### src/rtl/conv_layer_scheduler_pkg.sv
// Shared types for the convolution layer scheduler:
// FSM state encoding and index width.
package conv_layer_scheduler_pkg;

    localparam int IDX_W = 5;

    typedef enum logic [2:0] {
        S_IDLE    = 3'b000,
        S_WGT_REQ = 3'b001,
        S_START   = 3'b010,
        S_RUN     = 3'b011,
        S_ADVANCE = 3'b100,
        S_DONE    = 3'b101,
        S_ERROR   = 3'b110
    } state_t;

    function automatic logic is_busy(input state_t s);
        return !(s inside {S_IDLE, S_DONE, S_ERROR});
    endfunction

endpackage

### src/rtl/conv_layer_scheduler_watchdog.sv
// Pass watchdog: cleared by load, counts while enabled,
// saturates and flags expiry at LIMIT-1.
module pass_watchdog #(
    parameter int LIMIT = 16,
    parameter int W     = $clog2(LIMIT)
) (
    input  logic clk_i,
    input  logic rst_i,
    input  logic load_i,
    input  logic en_i,
    output logic expire_o
);

    logic [W-1:0] count_q;

    assign expire_o = (count_q == W'(LIMIT - 1));

    always_ff @(posedge clk_i) begin
        if (rst_i) begin
            count_q <= '0;
        end else if (load_i) begin
            count_q <= '0;
        end else if (en_i && !expire_o) begin
            count_q <= count_q + 1'b1;
        end
    end

endmodule

### src/rtl/conv_layer_scheduler.sv
// Walks every (kernel, channel) pass of one layer, fetching
// weights and launching the PE controller for each pass.
module conv_layer_scheduler
    import conv_layer_scheduler_pkg::*;
#(
    parameter int NUM_CHANNEL = 3,
    parameter int NUM_KERNEL  = 4,
    parameter int IFM_WIDTH   = 64,
    parameter int IFM_HEIGHT  = 64,
    parameter int KERNEL_SIZE = 3,
    parameter int TIMEOUT     = IFM_WIDTH * IFM_HEIGHT + KERNEL_SIZE + 16,
    parameter int WGT_AW      = 8
) (
    input  logic              clk1,
    input  logic              rst,
    input  logic              layer_start,
    input  logic              err_clear,
    output logic              wgt_req,
    output logic [WGT_AW-1:0] wgt_addr,
    input  logic              wgt_ack,
    output logic              pe_start_conv,
    output logic              pe_start_again,
    input  logic              pe_end_conv,
    output logic [IDX_W-1:0]  kernel_idx,
    output logic [IDX_W-1:0]  channel_idx,
    output logic              psum_clear,
    output logic              psum_accum,
    output logic              ofm_write,
    output logic              layer_busy,
    output logic              layer_done,
    output logic              error
);

    localparam logic [IDX_W-1:0] LAST_CH = IDX_W'(NUM_CHANNEL - 1);
    localparam logic [IDX_W-1:0] LAST_K  = IDX_W'(NUM_KERNEL - 1);

    state_t             state_q, state_d;
    logic [IDX_W-1:0]   kern_q, kern_d;
    logic [IDX_W-1:0]   chan_q, chan_d;
    logic               first_q, first_d;
    logic [WGT_AW-1:0]  addr_q, addr_d;
    logic               req_q, sconv_q, sagain_q;
    logic               clr_q, acc_q, ofm_q;
    logic               busy_q, done_q, err_q;
    logic               wd_expire;

    pass_watchdog #(
        .LIMIT (TIMEOUT)
    ) u_wd (
        .clk_i    (clk1),
        .rst_i    (rst),
        .load_i   (state_q == S_START),
        .en_i     (state_q == S_RUN),
        .expire_o (wd_expire)
    );

    always_comb begin
        state_d = state_q;
        kern_d  = kern_q;
        chan_d  = chan_q;
        first_d = first_q;
        unique case (state_q)
            S_IDLE: begin
                if (layer_start) begin
                    state_d = S_WGT_REQ;
                    kern_d  = '0;
                    chan_d  = '0;
                    first_d = 1'b1;
                end
            end
            S_WGT_REQ: begin
                if (wgt_ack) state_d = S_START;
            end
            S_START: begin
                first_d = 1'b0;
                state_d = S_RUN;
            end
            S_RUN: begin
                // A finishing pass beats a same-cycle expiry.
                if (pe_end_conv)    state_d = S_ADVANCE;
                else if (wd_expire) state_d = S_ERROR;
            end
            S_ADVANCE: begin
                if (chan_q < LAST_CH) begin
                    chan_d  = chan_q + 1'b1;
                    state_d = S_WGT_REQ;
                end else begin
                    chan_d = '0;
                    if (kern_q == LAST_K) begin
                        state_d = S_DONE;
                    end else begin
                        kern_d  = kern_q + 1'b1;
                        state_d = S_WGT_REQ;
                    end
                end
            end
            S_DONE: begin
                state_d = S_IDLE;
            end
            S_ERROR: begin
                if (err_clear) state_d = S_IDLE;
            end
            default: begin
                state_d = S_IDLE;
            end
        endcase
    end

    assign addr_d = WGT_AW'(32'(kern_d) * 32'(NUM_CHANNEL) + 32'(chan_d));

    // Outputs are decoded from next state so they align with it.
    always_ff @(posedge clk1) begin
        if (rst) begin
            state_q  <= S_IDLE;
            kern_q   <= '0;
            chan_q   <= '0;
            first_q  <= 1'b0;
            addr_q   <= '0;
            req_q    <= 1'b0;
            sconv_q  <= 1'b0;
            sagain_q <= 1'b0;
            clr_q    <= 1'b0;
            acc_q    <= 1'b0;
            ofm_q    <= 1'b0;
            busy_q   <= 1'b0;
            done_q   <= 1'b0;
            err_q    <= 1'b0;
        end else begin
            state_q  <= state_d;
            kern_q   <= kern_d;
            chan_q   <= chan_d;
            first_q  <= first_d;
            addr_q   <= addr_d;
            req_q    <= (state_d == S_WGT_REQ);
            sconv_q  <= (state_d == S_START) && first_q;
            sagain_q <= (state_d == S_START) && !first_q;
            clr_q    <= (state_d == S_RUN) && (chan_d == '0);
            acc_q    <= (state_d == S_RUN) && (chan_d != '0);
            ofm_q    <= (state_d == S_ADVANCE) && (chan_d == LAST_CH);
            busy_q   <= is_busy(state_d);
            done_q   <= (state_d == S_DONE);
            err_q    <= (state_d == S_ERROR);
        end
    end

    assign wgt_req        = req_q;
    assign wgt_addr       = addr_q;
    assign pe_start_conv  = sconv_q;
    assign pe_start_again = sagain_q;
    assign kernel_idx     = kern_q;
    assign channel_idx    = chan_q;
    assign psum_clear     = clr_q;
    assign psum_accum     = acc_q;
    assign ofm_write      = ofm_q;
    assign layer_busy     = busy_q;
    assign layer_done     = done_q;
    assign error          = err_q;

endmodule

### config.mk
export PLATFORM = sky130hd
export DESIGN_NAME = conv_layer_scheduler
export DESIGN_NICKNAME = d
export VERILOG_FILES = /design/src/rtl/conv_layer_scheduler_pkg.sv /design/src/rtl/conv_layer_scheduler_watchdog.sv /design/src/rtl/conv_layer_scheduler.sv
export SDC_FILE = /design/constraint.sdc
export NUM_CORES = 1
export LEC_CHECK = 0
export ABC_AREA = 1
export BUFFER_PORTS_ARGS = -buffer_cell sky130_fd_sc_hd__buf_2
export CAP_MARGIN = 20
export CORE_MARGIN = 2
export CORE_UTILIZATION = 50
export DETAILED_ROUTE_END_ITERATION = 7
export HOLD_SLACK_MARGIN = 0.12
export PLACE_DENSITY_LB_ADDON = 0.15
export SYNTH_ARGS = -nofsm -noshare
export SYNTH_HDL_FRONTEND = slang
export SYNTH_SLANG_ARGS = --single-unit
### constraint.sdc
create_clock -name clk1 -period 4 [get_ports clk1]
set_input_delay 0.8 -clock clk1 [delete_from_list [all_inputs] [get_ports clk1]]
set_output_delay 0.8 -clock clk1 [all_outputs]
set_load 0.05 [all_outputs]
After elaboration in Yosys (flattened, before gate mapping)
Index checks and enable logic that the tools add are counted.

cells by class
  add/subtract/negate cells = 4
  multiply operators = 1
  order comparisons = 1
  equal/unequal tests = 15
  muxes and demuxes = 17
  reduce and logical (&&, ||, !) cells = 17

operator list
  kind                                                                           count
  5-bit two-way mux                                                              5
  3-bit two-way mux                                                              7
  5-bit one-hot mux with 2 select lines                                          2
  3-bit one-hot mux with 6 select lines                                          1
  3-bit == test (second input constant)                                          5
  13-bit by 1-bit adder with 13-bit output (second input constant)               1
  13-bit == test (second input constant)                                         1
  3-bit by 2-bit == test with 1-bit output (second input constant)               4
  5-bit by 1-bit adder with 5-bit output (second input constant)                 2
  5-bit by 2-bit == test with 1-bit output (second input constant)               2
  7-bit by 5-bit adder with 8-bit output                                         1
  5-bit by 2-bit multiplier with 7-bit output (second input constant)            1
  3-bit by 1-bit == test with 1-bit output (second input constant)               2
  1-bit logical AND                                                              6
  3-bit logical NOT                                                              2
  5-bit logical NOT                                                              1
  5-bit by 2-bit less-than comparator with 1-bit output (second input constant)  1
  5-bit nonzero test                                                             1
  1-bit logical NOT                                                              3
  3-bit nonzero test                                                             1
  2-bit != test (second input constant)                                          1
  1-bit one-hot mux with 2 select lines                                          1
  2-bit AND reduction                                                            1
  2-bit nonzero test                                                             1
  other kinds (2)                                                                2

word-level totals
  register bits after elaboration = 44
  output and inout bits = 27
  logic and storage cells = 70

Longest topological paths before layout
Gate-level depths: netlist (run 1).

  word-level depth = 7
  depth in mapped cells = 21
  mapped depth without buffers = 21

By module
A second synthesis (run 1) with hierarchy kept.

second synthesis, totals
  cell total of the unflattened synthesis = 358
  area, all modules = 2,504.9 um^2

modules (own cells, without submodules)
  module                times used  cells an instance  area each (um^2)  seq. area each (um^2)
  conv_layer_scheduler  1           218                1,615.3           600.6
  pass_watchdog         1           140                889.6             260.2

Worst setup path after synthesis (run 1)
No wires, ideal clock.

  path kind = register to register
  from = reg kern_q[1], in the netlist kernel_idx[1]
  to = reg addr_q[5], in the netlist wgt_addr[5]
  library setup time = 70 ps
  arrival time = 2,871 ps
  required time = 3,930 ps
  slack = 1,059 ps
  cell stages (with the launch flop) = 16
  path buffers = 0
  clock period less this slack = 2,941 ps
  cells stage by stage = dfxtp_1 -> ha_1 -> nand2_1 -> nor2_2 -> inv_1 -> nand3_1 -> nand3_1 -> nand2_1 -> inv_1 -> fa_1 -> fa_1 -> nor2_1 -> o21ai_0 -> nand2_1 -> o21ai_0 -> a21oi_1

on the way
  cells in the longest elaborated chain, start to end = 6
  elaborated cells between the ends (all ways) = 8
  classes of those cells = add/sub (2); mul (1); eq/ne (1); mux (4)

ends and longest elaborated chain
  item                                                                                                       line                                                    source
  from (decl)                                                                                                conv_layer_scheduler.sv:38                              logic [IDX_W-1:0] kern_q, kern_d;
  from (signal assigned)                                                                                     conv_layer_scheduler.sv:130                             kern_q <= kern_d;
  5-bit by 1-bit adder with 5-bit output / 5-bit by 2-bit == test with 1-bit output (equally long branches)  conv_layer_scheduler.sv:92, conv_layer_scheduler.sv:89
  5-bit two-way mux                                                                                          conv_layer_scheduler.sv:89                              if (kern_q == LAST_K) begin
  5-bit two-way mux                                                                                          conv_layer_scheduler.sv:84                              if (chan_q < LAST_CH) begin
  5-bit one-hot mux with 2 select lines *                                                                    conv_layer_scheduler.sv:62                              unique case (state_q)
  5-bit by 2-bit multiplier with 7-bit output *                                                              conv_layer_scheduler.sv:109                             assign addr_d = WGT_AW'(32'(kern_d) * 32'(NUM_CHANNEL) + 32'(chan_d));
  7-bit by 5-bit adder with 8-bit output *                                                                   conv_layer_scheduler.sv:109
  to (signal assigned)                                                                                       conv_layer_scheduler.sv:133                             addr_q <= addr_d;
  to (decl)                                                                                                  conv_layer_scheduler.sv:41                              logic [WGT_AW-1:0] addr_q, addr_d;

Every way passes the cells marked *; elsewhere a longest branch is shown, timed or not.
A chain may end at the register's enable or synchronous reset.

Final worst setup path (run 1)
Ends and elaborated chain as after synthesis.

==> summary.txt, run 1 <==
Outcome = finished, final reports clean
Clock transition at path regs = 0.08 ns
Fin nets = 393
Worst Setup Start Kind = register
# setup viols final = 0
Unique cell type count in the Yosys netlist = 40
Grt ovf = 0
Sequential share of power = 55.5%
ANT nets after route = 0
CORE AREA = 0.004723 sq mm
Vias = 2,121
Synthesized net count = 361
Sw Share = 25.85%
Comb power frac = 10.0%
CTS tree = yes
Largest net degree at the start of global routing = 19
Setup_tns = 0 ns
Slew @ Worst Pin = 0.5349 ns
Unrepaired setup endpoints after global routing = no
Seq cells post-synth = 43
PostCTS Resize Cnt = 0
IO Pins = 33
Static Leak = 1.263 nW
Crit path required time = 4.23 ns
Max Fanout on Critical Path = 4
GR Util met3 = 3.841%
Total Wirelength = 4.938 mm
H-tree levels = 2
Synth-to-Final Area Change = 11.62%
Switch Pwr = 0.2064 mW
Die ar. = 0.005463 sq mm
Avg Cell Area, Syn = 7.187 sq um
FF-to-FF setup slack = 1.11 ns
Power per cell area = 292.8 mW/mm^2
Hold violation count in the final report = 0
Post-synthesis instance total = 340
CTS Buffer Depth = 2
Chip Height = 73.91 microns
Final period utilization = 72.29%
Buffers on Ports = 31
Initial antenna violation count = 0
GR Layer Usage met2 = 35.81%
Clock buffer count from CTS = 5
Final HPWL DP = 3.872 mm
Most frequent cells in the layout = 79 x nand2_1, 46 x inv_1, 43 x dfxtp_1
Via density = 4.831
Arr. time, crit path = 3.12 ns
Non-filler instance count after layout = 439
Maximum clock rate = 345.8 MHz
Wirelength per Cell = 11.25 microns
DRT Pass-1 Iters = 4
DIE WIDTH = 73.91 microns
Clock Root Buffer = clkbuf_8
Clk_lat worst skew = 0.29 ns
Vias in the first global route = 2,022
FP Rows = 25
FF+latch area = 860.8 sq um
CTS sink cnt = 43
Clock skew = 0.004612 ns
Sequential area share after synthesis = 35.23%
Postcts setup bufs = 0
Max incr delay on CP = 0.41 ns
Ant diodes = 0
Total GRT Usage = 19.70%
Cell mode on critical path = nand2_1
Rel. slew slack = 64.25%
# hold bufs at CTS = 0
Max-slew violations = 0
CP Class = register to register
Pint = 0.5921 mW
Fillcell total = 446
Final Wtd Congestion = 0.8931
Share of layout cells above drive strength 1 = 20.16%
Initial DRC Count = 59
Area of the mapped netlist = 0.002444 sq mm
CP cell instances = ha_1 > nand2_1 > nor2_2 > o21ai_0 > nand3_1 > nand2_1 > inv_1 > nand2_1 > nand2_1 > inv_1 > ha_1 > ha_1 > inv_1 > fa_1 > nor2_1 > o21ai_0 > nand2_1 > o21ai_0 > a21oi_1
Multi-input gate area = 0.001323 sq mm
Max capacitance violation total = 0
Worst vdd ir = 0.1967 mV
Shortest period the worst path allows = 2.892 ns
Clk network pwr share = 34.5%
Global-route wire length before repair = 8.376 mm
DRC violations left = 0
Nature of the critical path endpoint = register
Met1 Resource Use GR = 23.11%
Starting Density = 51.74%
Cell total after placement = 432
Commonest non-fill, non-tap cell in the layout = nand2_1
Worst path slowest cell = dfxtp_1
Busiest grt layer = met2
Hold Path Class = register to register
Synth warn = 0
==> cell families after synthesis <==
family / Yosys count / synth area share [%]
simple gates: 176 / 34.00
buf+inv: 62 / 10.65
flops: 43 / 35.23
compound gates: 40 / 9.985
fa+ha+maj: 15 / 8.909
xor+xnor: 3 / 1.075
other cells: 1 / 0.1535
==> critical path: cells and delay by family, from the launching register on <==
family / cells / cell delay [ns]
AND/OR/NAND/NOR: 8 / 0.74
buffers and inverters: 3 / 0.23
flip-flops: 1 / 0.41
adder cells (fa/ha/maj): 4 / 1.07
AO/OA/AOI/OAI: 4 / 0.38
==> flip-flops by register name (all words and copies together) (netlist names) <==
signal          cells
psum_clear          1
layer_busy          1
wgt_req             1
pe_start_again      1
first_q             1
wgt_addr            7
u_wd.count_q       13
kernel_idx          5
pe_start_conv       1
ofm_write           1
channel_idx         5
layer_done          1
psum_accum          1
state_q             3
error               1
==> layer usage <==
layer | up-vias | wire length, microns
met2 | 26 | 2487
li1 | 1130 | -
met4 | 0 | 64
met3 | 7 | 126
met1 | 958 | 2260
met5 | - | 0
==> power groups by stage <==
stage	Clock (mW)	Combinational [mW]	Sequential, mW
5_1_grt	0.299	0.0888	0.444
6_report	0.276	0.0798	0.443
2_1_floorplan	0	0.0494	0.468
4_1_cts	0.283	0.0804	0.443
3_3_place_gp	0	0.0795	0.453
3_5_place_dp	0	0.0802	0.453
==> through the flow <==
| stage | util (%) | worst slack (ns) | power [mW] | instance area [sq um] | hold WS (ns) |
|---|---|---|---|---|---|
| global placement | 55.89 | 1.037 | 0.5326 | 2640 | 0.4047 |
| finish | 57.75 | 1.108 | 0.7986 | 2728 | 0.4217 |
| detailed placement | 55.89 | 0.9786 | 0.5336 | 2640 | 0.4213 |
| floorplan | - | 1.059 | 0.5171 | 2444 | 0.3923 |
| global route | 57.75 | 0.8281 | 0.8321 | 2728 | 0.4457 |
| CTS | 57.75 | 1.101 | 0.8072 | 2728 | 0.4323 |
==> cell type report <==
type / instances / share of cell area, %
clock buffers: 6 / 3.028
clock inverters: 1 / 0.1835
inverters: 56 / 7.982
multi-input cells: 235 / 48.49
flip-flops and latches: 43 / 31.56
well taps: 67 / 3.073
repair buffers: 31 / 5.688
==> cells in the mapped netlist, drive strengths merged <==
cell type / instances / share of area [%]
inv: 55 / 8.6
ha: 11 / 5.6
nand3: 22 / 5.2
clkbuf: 2 / 0.31
nor3b: 1 / 0.51
nand4: 8 / 2.3
dfxtp: 43 / 35
a211oi: 1 / 0.51
o211ai: 1 / 0.31
conb: 1 / 0.15
a21boi: 1 / 0.31
and2: 2 / 0.56
buf: 4 / 1.4
nor3: 8 / 1.8
nand2: 89 / 16
a21oi: 21 / 4.5
clkinv: 1 / 0.36
xor2: 3 / 1.1
fa: 4 / 3.3
nand3b: 1 / 0.31
o22ai: 1 / 0.26
o21ai: 15 / 4.1
nor2: 45 / 7.7
==> worst paths after layout <==
| check | start | to | cells past startpoint |
|---|---|---|---|
| setup / recovery | kernel_idx[1]$_SDFF_PP0_ | wgt_addr[5]$_SDFF_PP0_ | 19 |
| hold / removal | first_q$_SDFFE_PP0P_ | pe_start_again$_SDFF_PP0_ | 1 |
| setup reg to reg | kernel_idx[1]$_SDFF_PP0_ | wgt_addr[5]$_SDFF_PP0_ | 19 |
| hold reg to reg | first_q$_SDFFE_PP0P_ | pe_start_again$_SDFF_PP0_ | 1 |
Power figures use the tool's default switching activity.
==> inputs of run 2 (changes only) <==
clock period = 2.9 ns   (was 4 ns; I/O delays follow)
==> summary.txt, run 2 (same netlist as run 1, synthesis figures left out) <==
Setup_tns = 0 ns (unchanged)
Buffers on Ports = 31 (unchanged)
Nature of the critical path endpoint = register
Switch Pwr = 0.3108 mW (+51%)
Multi-input gate area = 0.001370 sq mm (+3.6%)
Initial antenna violation count = 0 (unchanged)
Wirelength per Cell = 11.52 microns (+2.4%)
Max incr delay on CP = 0.61 ns (+0.20 ns)
Unrepaired setup endpoints after global routing = no
Worst Setup Start Kind = register
H-tree levels = 2 (unchanged)
Ant diodes = 0 (unchanged)
Final HPWL DP = 3.872 mm (about the same)
Hold_ws = 0.4184 ns (-0.003336 ns)
Fin nets = 395 (+0.51%)
Slew @ Worst Pin = 0.5030 ns (-0.03192 ns)
R2r endpoint = wgt_addr[6]$_SDFF_PP0_
Final period utilization = 92.79% (+20 points)
Vias in the first global route = 1,945 (-3.8%)
Total GRT Usage = 19.64% (-0.061 points)
CORE AREA = 0.004723 sq mm (unchanged)
Synth-to-Final Area Change = 14.49%
Biggest register = u_wd.count_q
Worst path slowest cell = fa_1
Non-filler instance count after layout = 442 (+0.68%)
Clock skew = 0.009354 ns (+0.004741 ns)
ANT nets after route = 0 (unchanged)
Grt ovf = 0 (unchanged)
Worst R2R Start = state_q[2]$_SDFF_PP0_
# setup viols final = 0 (unchanged)
Share of layout cells above drive strength 1 = 24.00% (+3.8 points)
Static Leak = 1.276 nW (+1.0%)
Outcome = finished, final reports clean
Maximum clock rate = 371.6 MHz (+7.5%)
Commonest non-fill, non-tap cell in the layout = nand2_1
Starting Density = 51.74% (unchanged)
FP Rows = 25 (unchanged)
FF-to-FF setup slack = 0.21 ns (-0.90 ns)
Total Wirelength = 5.092 mm (+3.1%)
CTS sink cnt = 43 (unchanged)
Hold violation count in the final report = 0 (unchanged)
Final Wtd Congestion = 0.8725 (-2.3%)
Vias = 2,159 (+1.8%)
Hold depth = 1 (unchanged)
Setup WS post-layout = 0.2090 ns (-0.8992 ns)
Cell mode on critical path = nand2_1
Arr. time, crit path = 2.87 ns (-0.25 ns)
DP Worst Slack = 0.03909 ns (-0.9395 ns)
CTS Buffer Depth = 2 (unchanged)
CP Class = register to register
Pint = 0.7994 mW (+35%)
Hold endpoint = pe_start_again$_SDFF_PP0_
Via density = 4.885 (+1.1%)
Max reg flops = 13 (unchanged)
Clock transition at path regs = 0.09 ns (about the same)
Largest net degree at the start of global routing = 19 (unchanged)
Clk network pwr share = 34.8% (+0.3 points)
Die ar. = 0.005463 sq mm (unchanged)
Clk_lat worst skew = 0.30 ns (about the same)
Worst vdd ir = 0.2580 mV (+31%)
IO Pins = 33 (unchanged)
Sequential share of power = 54.8% (-0.7 points)
DIE WIDTH = 73.91 microns (unchanged)
Most frequent cells in the layout = 76 x nand2_1, 45 x inv_1, 40 x dfxtp_1
FF+latch area = 867.1 sq um (+0.73%)
Worst Min Path Start = first_q$_SDFFE_PP0P_
Initial DRC Count = 57 (-3.4%)
Shortest period the worst path allows = 2.691 ns (-0.2008 ns)
DRC violations left = 0 (unchanged)
DRT Pass-1 Iters = 4 (unchanged)
Power per cell area = 396.8 mW/mm^2 (+36%)
Global-route wire length before repair = 8.307 mm (-0.82%)
Hold Path Class = register to register
Chip Height = 73.91 microns (unchanged)
Max Fanout on Critical Path = 8 (+4)
Fillcell total = 440 (-1.3%)
Clock Root Buffer = clkbuf_8
Sw Share = 27.99% (+2.1 points)
Clock buffer count from CTS = 5 (unchanged)
CTS tree = yes
Max capacitance violation total = 0 (unchanged)
Comb power frac = 10.4% (+0.4 points)
Cell total after placement = 433 (+0.23%)
Final core utilization = 59.23% (+1.5 points)
Reg2Reg Depth = 14 (-5)
CP cell instances = nand2_4 > clkinv_4 > nand3_1 > o21ai_1 > nand2_2 > fa_1 > inv_1 > ha_1 > nand3_1 > nand2_1 > nand2_1 > nand2_1 > a21oi_1 > nor2_1
Max-slew violations = 0 (unchanged)
Rel. slew slack = 66.39% (+2.1 points)
Crit path required time = 3.08 ns (-1.15 ns)
[run 2: cell types whose count changed in the layout (fill, tap and decap cells not counted), sizes merged]
cell / previous run / this run
buf: 31 / 33
clkinvlp: 0 / 2
clkbuf: 6 / 5
[run 2: worst max-delay path: cells and delay by family, from the launching register on]
kind,cells,cell delay [ns]
adder cells (fa/ha/maj),2,0.91
AND/OR/NAND/NOR,8,0.68
flip-flops,1,0.52
AO/OA/AOI/OAI,2,0.28
buffers and inverters,2,0.18
[run 2: power by group through the flow]
| stage | combinational [mW] | clock, mW | sequential (mW) |
|---|---|---|---|
| 4_1_cts | 0.116 | 0.397 | 0.609 |
| 3_5_place_dp | 0.115 | 0 | 0.623 |
| 3_3_place_gp | 0.115 | 0 | 0.622 |
| 6_report | 0.116 | 0.386 | 0.608 |
| 2_1_floorplan | 0.0681 | 0 | 0.645 |
| 5_1_grt | 0.128 | 0.413 | 0.610 |
[run 2: metrics by stage]
step / power [mW] / instance area (sq um)
2_1_floorplan: 0.7133 / 2446
3_3_place_gp: 0.7370 / 2650
3_5_place_dp: 0.7386 / 2650
4_1_cts: 1.122 / 2739
5_1_grt: 1.150 / 2798
6_report: 1.110 / 2798
[run 2: metal layers]
metal | part of all wire, % | global-route usage, % | vias up
li1 | - | - | 1137
met1 | 45 | 23.40 | 974
met2 | 50 | 35.12 | 42
met3 | 3.7 | 4.390 | 6
met4 | 1.2 | 5.859 | 0
met5 | 0 | 0 | -
[run 2: cell type report]
| type | instances | area share (%) |
|---|---|---|
| multi-input combinational | 235 | 48.97 |
| sequential | 43 | 30.99 |
| inverter | 56 | 7.782 |
| timing repair buffer | 33 | 6.082 |
| tap | 67 | 2.996 |
| clock buffer | 5 | 2.460 |
| clock inverter | 3 | 0.7156 |
[run 2: how the worst max path moves through the flow]
stage                                         start                     end  slack, ns  depth (start not counted)
after floorplan           channel_idx[1]$_SDFF_PP0_  wgt_addr[5]$_SDFF_PP0_       0.03                         14
after global placement                  layer_start  wgt_addr[5]$_SDFF_PP0_       0.09                         11
after detailed placement                layer_start  wgt_addr[5]$_SDFF_PP0_       0.04                         11
after CTS                 channel_idx[4]$_SDFF_PP0_  wgt_addr[5]$_SDFF_PP0_       0.03                         13
after global routing       kernel_idx[1]$_SDFF_PP0_  wgt_addr[5]$_SDFF_PP0_     0.0007                         19
final                         state_q[2]$_SDFF_PP0_  wgt_addr[6]$_SDFF_PP0_       0.21                         14
[run 2: what timing repair did]
| action | in CTS | in global routing |
|---|---|---|
| hold buffers | 0 | 0 |
| gates resized for setup | 0 | 17 |
| setup buffers | 0 | 1 |
| setup endpoints to repair | 0 | 3 |
